===== config.mk =====
export PLATFORM = sky130hd
export DESIGN_NAME = alu_seq
export DESIGN_NICKNAME = d
export VERILOG_FILES = /design/src/rtl/alu_seq.sv
export SDC_FILE = /design/constraint.sdc
export NUM_CORES = 1
export LEC_CHECK = 0
export CAP_MARGIN = 20
export CORE_MARGIN = 2
export CORE_UTILIZATION = 25
export CTS_CLUSTER_DIAMETER = 80
export DETAILED_ROUTE_END_ITERATION = 7
export PLACE_DENSITY = 0.43
export SLEW_MARGIN = 20
export SYNTH_ARGS = -nofsm -noshare
export SYNTH_HDL_FRONTEND = slang
export SYNTH_SLANG_ARGS = --single-unit

===== constraint.sdc =====
create_clock -name clk -period 3.2 [get_ports clk]
set_input_delay 0.64 -clock clk [delete_from_list [all_inputs] [get_ports clk]]
set_output_delay 0.64 -clock clk [all_outputs]
set_load 0.02 [all_outputs]

===== src/rtl/alu_seq.sv =====
// ---------------------------------------------------------------------------
// alu_seq : registered, handshaked ALU with optional iterative multiply.
//
// Purpose
//   Computes AND/OR/ADD/XOR (with optional operand inversion and carry-in),
//   logical/arithmetic shifts and, when enabled, a shift-add multiply. The
//   result and its {v,c,n,z} flags sit in a one-entry output buffer behind a
//   valid/ready port.
//
// Configuration macro
//   ALU_MUL_EN : when defined, opcode 3'b111 runs a WIDTH-cycle shift-add
//                multiply. When undefined, opcode 3'b111 completes in one
//                cycle with out = 0 and status = 4'b0001, and busy is 0.
//
// Ports
//   clk        in   clock, rising edge
//   rst_n      in   asynchronous active-low reset
//   in_valid   in   operation request
//   in_ready   out  request can be accepted this cycle
//   data_a     in   operand A (WIDTH)
//   data_b     in   operand B (WIDTH); low SHW bits are the shift amount
//   fs         in   function select: [0] invert B, [1] invert A, [4:2] opcode
//   c0         in   adder carry-in
//   out_valid  out  out/status hold a result
//   out_ready  in   consumer takes the result
//   out        out  result (WIDTH)
//   status     out  {v, c, n, z}
//   busy       out  multiply in progress
// ---------------------------------------------------------------------------
module alu_seq #(
    parameter int WIDTH = 64
) (
    input  logic             clk,
    input  logic             rst_n,
    input  logic             in_valid,
    output logic             in_ready,
    input  logic [WIDTH-1:0] data_a,
    input  logic [WIDTH-1:0] data_b,
    input  logic [4:0]       fs,
    input  logic             c0,
    output logic             out_valid,
    input  logic             out_ready,
    output logic [WIDTH-1:0] out,
    output logic [3:0]       status,
    output logic             busy
);
    localparam int SHW = $clog2(WIDTH);

    logic [2:0]        opcode;
    logic [SHW-1:0]    sh;
    logic [WIDTH-1:0]  in_a;
    logic [WIDTH-1:0]  in_b;
    logic [WIDTH:0]    sum_w;
    logic signed [WIDTH-1:0] asr_w;
    logic [WIDTH-1:0]  alu_res;
    logic              alu_c;
    logic              alu_v;
    logic [3:0]        alu_status;
    logic              accept;

    logic [WIDTH-1:0]  out_q, out_d;
    logic [3:0]        status_q, status_d;
    logic              out_valid_q, out_valid_d;

    assign opcode = fs[4:2];
    assign sh     = data_b[SHW-1:0];
    assign in_a   = fs[1] ? ~data_a : data_a;
    assign in_b   = fs[0] ? ~data_b : data_b;
    // Extra top bit captures the carry out of bit WIDTH-1.
    assign sum_w  = {1'b0, in_a} + {1'b0, in_b} + {{WIDTH{1'b0}}, c0};
    assign asr_w  = $signed(data_a) >>> sh;

    // Single-cycle datapath. Opcode 3'b111 yields 0 here; with the multiplier
    // compiled in, that value is never registered.
    always_comb begin
        alu_res = '0;
        alu_c   = 1'b0;
        alu_v   = 1'b0;
        case (opcode)
            3'b000: alu_res = in_a & in_b;
            3'b001: alu_res = in_a | in_b;
            3'b010: begin
                alu_res = sum_w[WIDTH-1:0];
                alu_c   = sum_w[WIDTH];
                // Overflow: operands share a sign that the result lacks.
                alu_v   = ~(in_a[WIDTH-1] ^ in_b[WIDTH-1]) &
                          (sum_w[WIDTH-1] ^ in_a[WIDTH-1]);
            end
            3'b011: alu_res = in_a ^ in_b;
            3'b100: alu_res = data_a << sh;
            3'b101: alu_res = data_a >> sh;
            3'b110: alu_res = asr_w;
            default: alu_res = '0;
        endcase
    end

    assign alu_status = {alu_v, alu_c, alu_res[WIDTH-1], (alu_res == '0)};

`ifdef ALU_MUL_EN
    typedef enum logic {S_IDLE, S_MUL} state_t;

    state_t            state_q, state_d;
    logic [WIDTH-1:0]  mcand_q, mcand_d;
    logic [WIDTH-1:0]  mplier_q, mplier_d;
    logic [WIDTH-1:0]  acc_q, acc_d;
    logic [SHW-1:0]    cnt_q, cnt_d;
    logic [WIDTH-1:0]  acc_step;

    assign busy     = (state_q == S_MUL);
    assign acc_step = acc_q + (mplier_q[0] ? mcand_q : '0);
`else
    assign busy = 1'b0;
`endif

    // One-entry output buffer: a held result blocks new work until consumed.
    assign in_ready  = ~busy & (~out_valid_q | out_ready);
    assign accept    = in_valid & in_ready;
    assign out       = out_q;
    assign status    = status_q;
    assign out_valid = out_valid_q;

    always_comb begin
        out_d       = out_q;
        status_d    = status_q;
        // A consumed result drops valid unless replaced below.
        out_valid_d = out_valid_q & ~out_ready;
`ifdef ALU_MUL_EN
        state_d  = state_q;
        mcand_d  = mcand_q;
        mplier_d = mplier_q;
        acc_d    = acc_q;
        cnt_d    = cnt_q;
        case (state_q)
            S_IDLE: begin
                if (accept) begin
                    if (opcode == 3'b111) begin
                        state_d  = S_MUL;
                        mcand_d  = data_a;
                        mplier_d = data_b;
                        acc_d    = '0;
                        cnt_d    = '0;
                    end else begin
                        out_d       = alu_res;
                        status_d    = alu_status;
                        out_valid_d = 1'b1;
                    end
                end
            end
            S_MUL: begin
                acc_d    = acc_step;
                mcand_d  = mcand_q << 1;
                mplier_d = mplier_q >> 1;
                cnt_d    = cnt_q + SHW'(1);
                // Last multiplier bit: publish the accumulator including this
                // step's partial product. The buffer is empty here because
                // the request was only accepted once it had drained.
                if (cnt_q == SHW'(WIDTH - 1)) begin
                    out_d       = acc_step;
                    status_d    = {2'b00, acc_step[WIDTH-1], (acc_step == '0)};
                    out_valid_d = 1'b1;
                    state_d     = S_IDLE;
                end
            end
            default: state_d = S_IDLE;
        endcase
`else
        if (accept) begin
            out_d       = alu_res;
            status_d    = alu_status;
            out_valid_d = 1'b1;
        end
`endif
    end

    always_ff @(posedge clk or negedge rst_n) begin
        if (!rst_n) begin
            out_q       <= '0;
            status_q    <= '0;
            out_valid_q <= 1'b0;
`ifdef ALU_MUL_EN
            state_q     <= S_IDLE;
            mcand_q     <= '0;
            mplier_q    <= '0;
            acc_q       <= '0;
            cnt_q       <= '0;
`endif
        end else begin
            out_q       <= out_d;
            status_q    <= status_d;
            out_valid_q <= out_valid_d;
`ifdef ALU_MUL_EN
            state_q     <= state_d;
            mcand_q     <= mcand_d;
            mplier_q    <= mplier_d;
            acc_q       <= acc_d;
            cnt_q       <= cnt_d;
`endif
        end
    end

endmodule


### Word level (Yosys, flattened, before mapping)

Cells that the tools add are included.

* ROM bits: 0
* memory bits (writable): 0
* memories: 0
* register bits after elaboration: 69
* bits in latches: 0

* reductions and logical operators: 2
* shift operators: 3
* bitwise gates (word level): 14
* $mul: 0
* add/subtract/negate cells: 2
* muxes and demuxes: 6
* equal/unequal tests: 6
* divide/modulo/power cells: 0
* order comparisons: 0

Operator list (count)
* $pmux W64 S7: 1
* $mux W64: 2
* $not A64 Y64: 2
* $add A64 B64 Y65: 1
* $add A65 B1 Y65: 1
* $and A64 B64 Y64: 1
* $logic_not A64 Y1: 1
* $or A64 B64 Y64: 1
* $shl A64 B6 Y64: 1
* $shr A64 B6 Y64: 1
* $sshr A64 B6 Y64: 1
* $xor A64 B64 Y64: 1
* $eq A3 B3 Y1 const B: 3
* $eq A3 B2 Y1 const B: 2
* $and A1 B1 Y1: 3
* $eq A3 B1 Y1 const B: 1
* $logic_not A3 Y1: 1
* $mux W1: 3
* $not A1 Y1: 3
* $xor A1 B1 Y1: 2
* $or A1 B1 Y1: 1

### Longest topological paths before layout

* depth after elaboration: 7
* gate-level depth with buffers: 22

### Worst setup path after synthesis

OpenSTA, ideal clock, no wires.

* kind: input to register
* from: in data_b[3]
* to: reg status_q[0], in the netlist status[0]
* cell stages on the path: 21
* required time: 3.097 ns
* arrival time: 5.829 ns
* path slack: -2.733 ns
* path buffers: 7
* library setup time: 0.103 ns
* path through: clkbuf_1 buf_2 buf_2 buf_2 buf_1 clkbuf_1 buf_1 xor2_1 ha_1 a21oi_1 o21ai_0 o31a_1 a211oi_1 or4_1 a21oi_1 o21ai_0 a31o_2 nor4_1 nand4_1 or4_1 o41ai_2

* longest elaborated chain between the ends: 6
* elaborated cells between the ends (all ways): 12
* classes of those cells: 2 x add/sub; 3 x shift; 2 x mux; 4 x bitwise; 1 x reduce/logical

RTL lines
* start, declared: RTL line 38 `input logic [WIDTH-1:0] data_b,`
* $not A64 Y64: RTL line 68 `assign in_b = fs[0] ? ~data_b : data_b;`
* $mux W64: RTL line 68
* $add A64 B64 Y65: RTL line 70 `assign sum_w = {1'b0, in_a} + {1'b0, in_b} + {{WIDTH{1'b0}}, c0};`
* $add A65 B1 Y65: RTL line 70
* $pmux W64 S7 *: RTL line 79 `case (opcode)`
* $logic_not A64 Y1 *: RTL line 97 `assign alu_status = {alu_v, alu_c, alu_res[WIDTH-1], (alu_res == '0)};`
* end signal, assigned: RTL line 189 `status_q <= status_d;`
* end, declared: RTL line 62 `logic [3:0] status_q, status_d;`

Every way passes the cells marked *; elsewhere a longest branch is shown, timed or not.
A chain may end at the register's enable or synchronous reset.

### Final worst setup path

* from: in data_a[35]
* to: reg status_q[0], in the netlist status[0]

* longest elaborated chain between the ends: 6
* elaborated cells between the ends (all ways): 12
* classes of those cells: 2 x add/sub; 3 x shift; 2 x mux; 4 x bitwise; 1 x reduce/logical

RTL lines
* start, declared: RTL line 37 `input logic [WIDTH-1:0] data_a,`
* $not A64 Y64: RTL line 67 `assign in_a = fs[1] ? ~data_a : data_a;`
* $mux W64: RTL line 67
* $add A64 B64 Y65: RTL line 70
* $add A65 B1 Y65: RTL line 70
* $pmux W64 S7 *: RTL line 79
* $logic_not A64 Y1 *: RTL line 97

Marked as above.

==> results.toml <==
[status]
outcome = "finished with violations"
violations = "negative setup slack"

[cts]
insertion_delay_ns = 0.34
cts_buffer_depth = 2
cts_buffers = 9
postCtsHoldBufs = 0
tritoncts = "built"
cts-root-buf = "clkbuf_16"
clock_sinks = 68
htreeDepth = 3
path_clk_slew_ns = 0.05

[yosys]
yosys_warnings = 0
async_reset_ff_frac = 1.00
synth_edf_count = 0
syn-cell-area_mm2 = 0.0219
synth_flop_cell = "dfrtp_1"
synthCells = 3018
synth_nets = 3285
yosys-top-cells-area = "mux4_2 (7.9%), dfrtp_1 (7.8%), ha_1 (7.3%), xor2_1 (6.0%), mux2i_1 (5.9%)"
yosys_register_bits = 68
synth_top_cell_by_area = "mux4_2"
ys_seq_area_frac = 0.0778
synth_top_cell_area_share = 0.0792
syn_avg_cell_area_um2 = 7.25
synth_cell_types = 98

[critical_path]
criticalPathCategory = "in2reg"
rrSetupSlack_ns = -0.47
required_ns = 3.44
critical_path.startpoint_type = "input pin"
cp_data_arrival_time_ns = 4.91
end_kind = "flip-flop"
critPathMaxFanout = 4

[timing]
clock_skew_ns = 0.00376
fin_tns_setup_ns = -25.31
worst_pin_slew_ns = 1.29
period_share = 1.46
setup_viol = 57
rsz0062_at_grt = "true"
period_needed_ns = 4.67
max_freq_ghz = 0.214
finalMaxSlewViolations = 0
finalHoldViolCount = 0
finalWorstSetupSlack_ns = -1.47
slew-limit-headroom = 0.135
timing.hold.ws_ns = 0.404

[finish]
nets = 4599
final_common_cell = "buf_4"
area_growth_syn_to_layout_pct = 85.1
drive_gt1_frac = 0.498
nFillCells = 8778
layout_common_cells = "buf_4 (1196), nand2_1 (303), nor2_1 (249), inv_1 (152), a21oi_1 (148)"

[placement]
dp_hpwl_mm = 138
io_buffers = 207
gp_congestion = 1.06

[drt]
vias_per_cell = 5.64
dr.pass1.iters = 6
dr.first_iter.drc_count = 3266
drc = 0
num_vias = 31000
totalWireLength_mm = 166
wl_per_cell_um = 30.2
ant_nets = 0

[global_routing]
grt_max_degree = 69
grt_usage = 0.350
gr-total-overflow = 0
antenna_found_initial = 8
grt_pass1_wl_mm = 227
grt_pass1_vias = 29700

[die]
dieArea_mm2 = 0.0899
start_util = 0.252
rows = 108
ioPinCount = 209
die-height_um = 300
core_mm2 = 0.0868
die_x_um = 300

[job]
maxCapViolations = 0

[pwr]
powerDensity_mw_per_mm2 = 333
leakagePower_nw = 17.7
p_total_mw = 13.5
vdd_drop_max_mv = 0.372

[hold_path]
min-delay-path-class = "in2async"
-- final timing paths --
check                                         start                     to  depth (start not counted)
worst min register to register  out[38]$_DFFE_PN0P_    out[38]$_DFFE_PN0P_                          2
worst min-delay path                          rst_n    out[12]$_DFFE_PN0P_                          1
worst max-delay path                     data_a[35]  status[0]$_DFFE_PN0P_                         16
min in group clk                out[38]$_DFFE_PN0P_    out[38]$_DFFE_PN0P_                          2
worst max register to register  out_valid$_DFF_PN0_  status[0]$_DFFE_PN0P_                         14
max in group asynchronous                     rst_n    out[50]$_DFFE_PN0P_                          1
-- metal layers --
metal  wire length [um]  GRT usage  vias to the layer above
li1                   -          -                    13800
met1              72500      0.493                    15300
met2              71200      0.539                     1590
met3              13600     0.0490                      325
met4               8410      0.137                        4
met5                 31          0                        -
-- report_power, final --
group / total [mW] / internal (mW) / switching (mW)
combinational: 11.3 / 5.28 / 6.04
sequential: 1.17 / 1.05 / 0.116
clock: 1.01 / 0.643 / 0.369
-- sequential cells by signal (all words and copies together), names as in the netlist --
signal and flops:
status 4, out 63, out_valid 1
-- final cells by class --
cell class,count,area [um2],share of cell area
Inverter,159,603,0.0149
Multi-Input combinational cell,2487,22500,0.555
Clock inverter,4,47.5,0.00117
Tap cell,1155,1450,0.0357
Timing Repair Buffer,1607,14000,0.344
Clock buffer,12,256,0.00633
Antenna cell,6,15.0,0.000371
Sequential cell,68,1700,0.0420
-- Yosys cell counts (68+ instances only) --
| cell | count |
|---|---|
| a21oi_1 | 213 |
| mux4_2 | 77 |
| mux2_2 | 112 |
| dfrtp_1 | 68 |
| ha_1 | 128 |
| mux2i_1 | 130 |
| clkbuf_1 | 177 |
| inv_1 | 154 |
| xor2_1 | 151 |
| o21ai_0 | 178 |
| nand2_1 | 323 |
| nor2_1 | 272 |
| a211oi_1 | 92 |
-- stage by stage --
stage	instances	setup slack [ns]	util	cell area (um2)
after CTS	5416	-1.45	0.434	37700
final	5498	-1.47	0.467	40500
after global routing	5492	-1.52	0.467	40500
after global placement	5306	-2.44	0.389	33800
after detailed placement	5306	-2.43	0.389	33800
after floorplan	3018	-1.63	-	22400
-- kinds of logic (layout without fill, tap and decap cells) --
logic type,Yosys count,in the layout,share of synthesized area
AO/OA/AOI/OAI,922,922,0.280
XOR/XNOR,166,166,0.0664
adder cells (fa/ha/maj),129,129,0.0741
buffers and inverters,463,1782,0.0938
flip-flops,68,68,0.0778
multiplexers,331,331,0.210
other,1,7,0.000171
AND/OR/NAND/NOR,938,938,0.198
-- what timing repair did --
item | in CTS | in global routing
pin swaps | 104 | 135
endpoints found under the setup margin | 64 | 61
gates resized for setup | 606 | 436
cloned | 7 | 6
buffers inserted | 91 | 85
-- worst max-delay path, stage by stage --
cell	delay, ns
dlygate4sd2_1	0.31
buf_4	0.17
mux4_2	0.53
mux2i_4	0.22
nor3_1	0.07
a311o_1	0.38
a2111oi_4	0.40
buf_4	0.20
and4_1	0.18
and4b_1	0.24
nand4_1	0.20
or4_4	0.51
nor4b_4	0.35
buf_4	0.17
nand4_1	0.12
o41ai_2	0.21
Power figures use the tool's default switching activity.
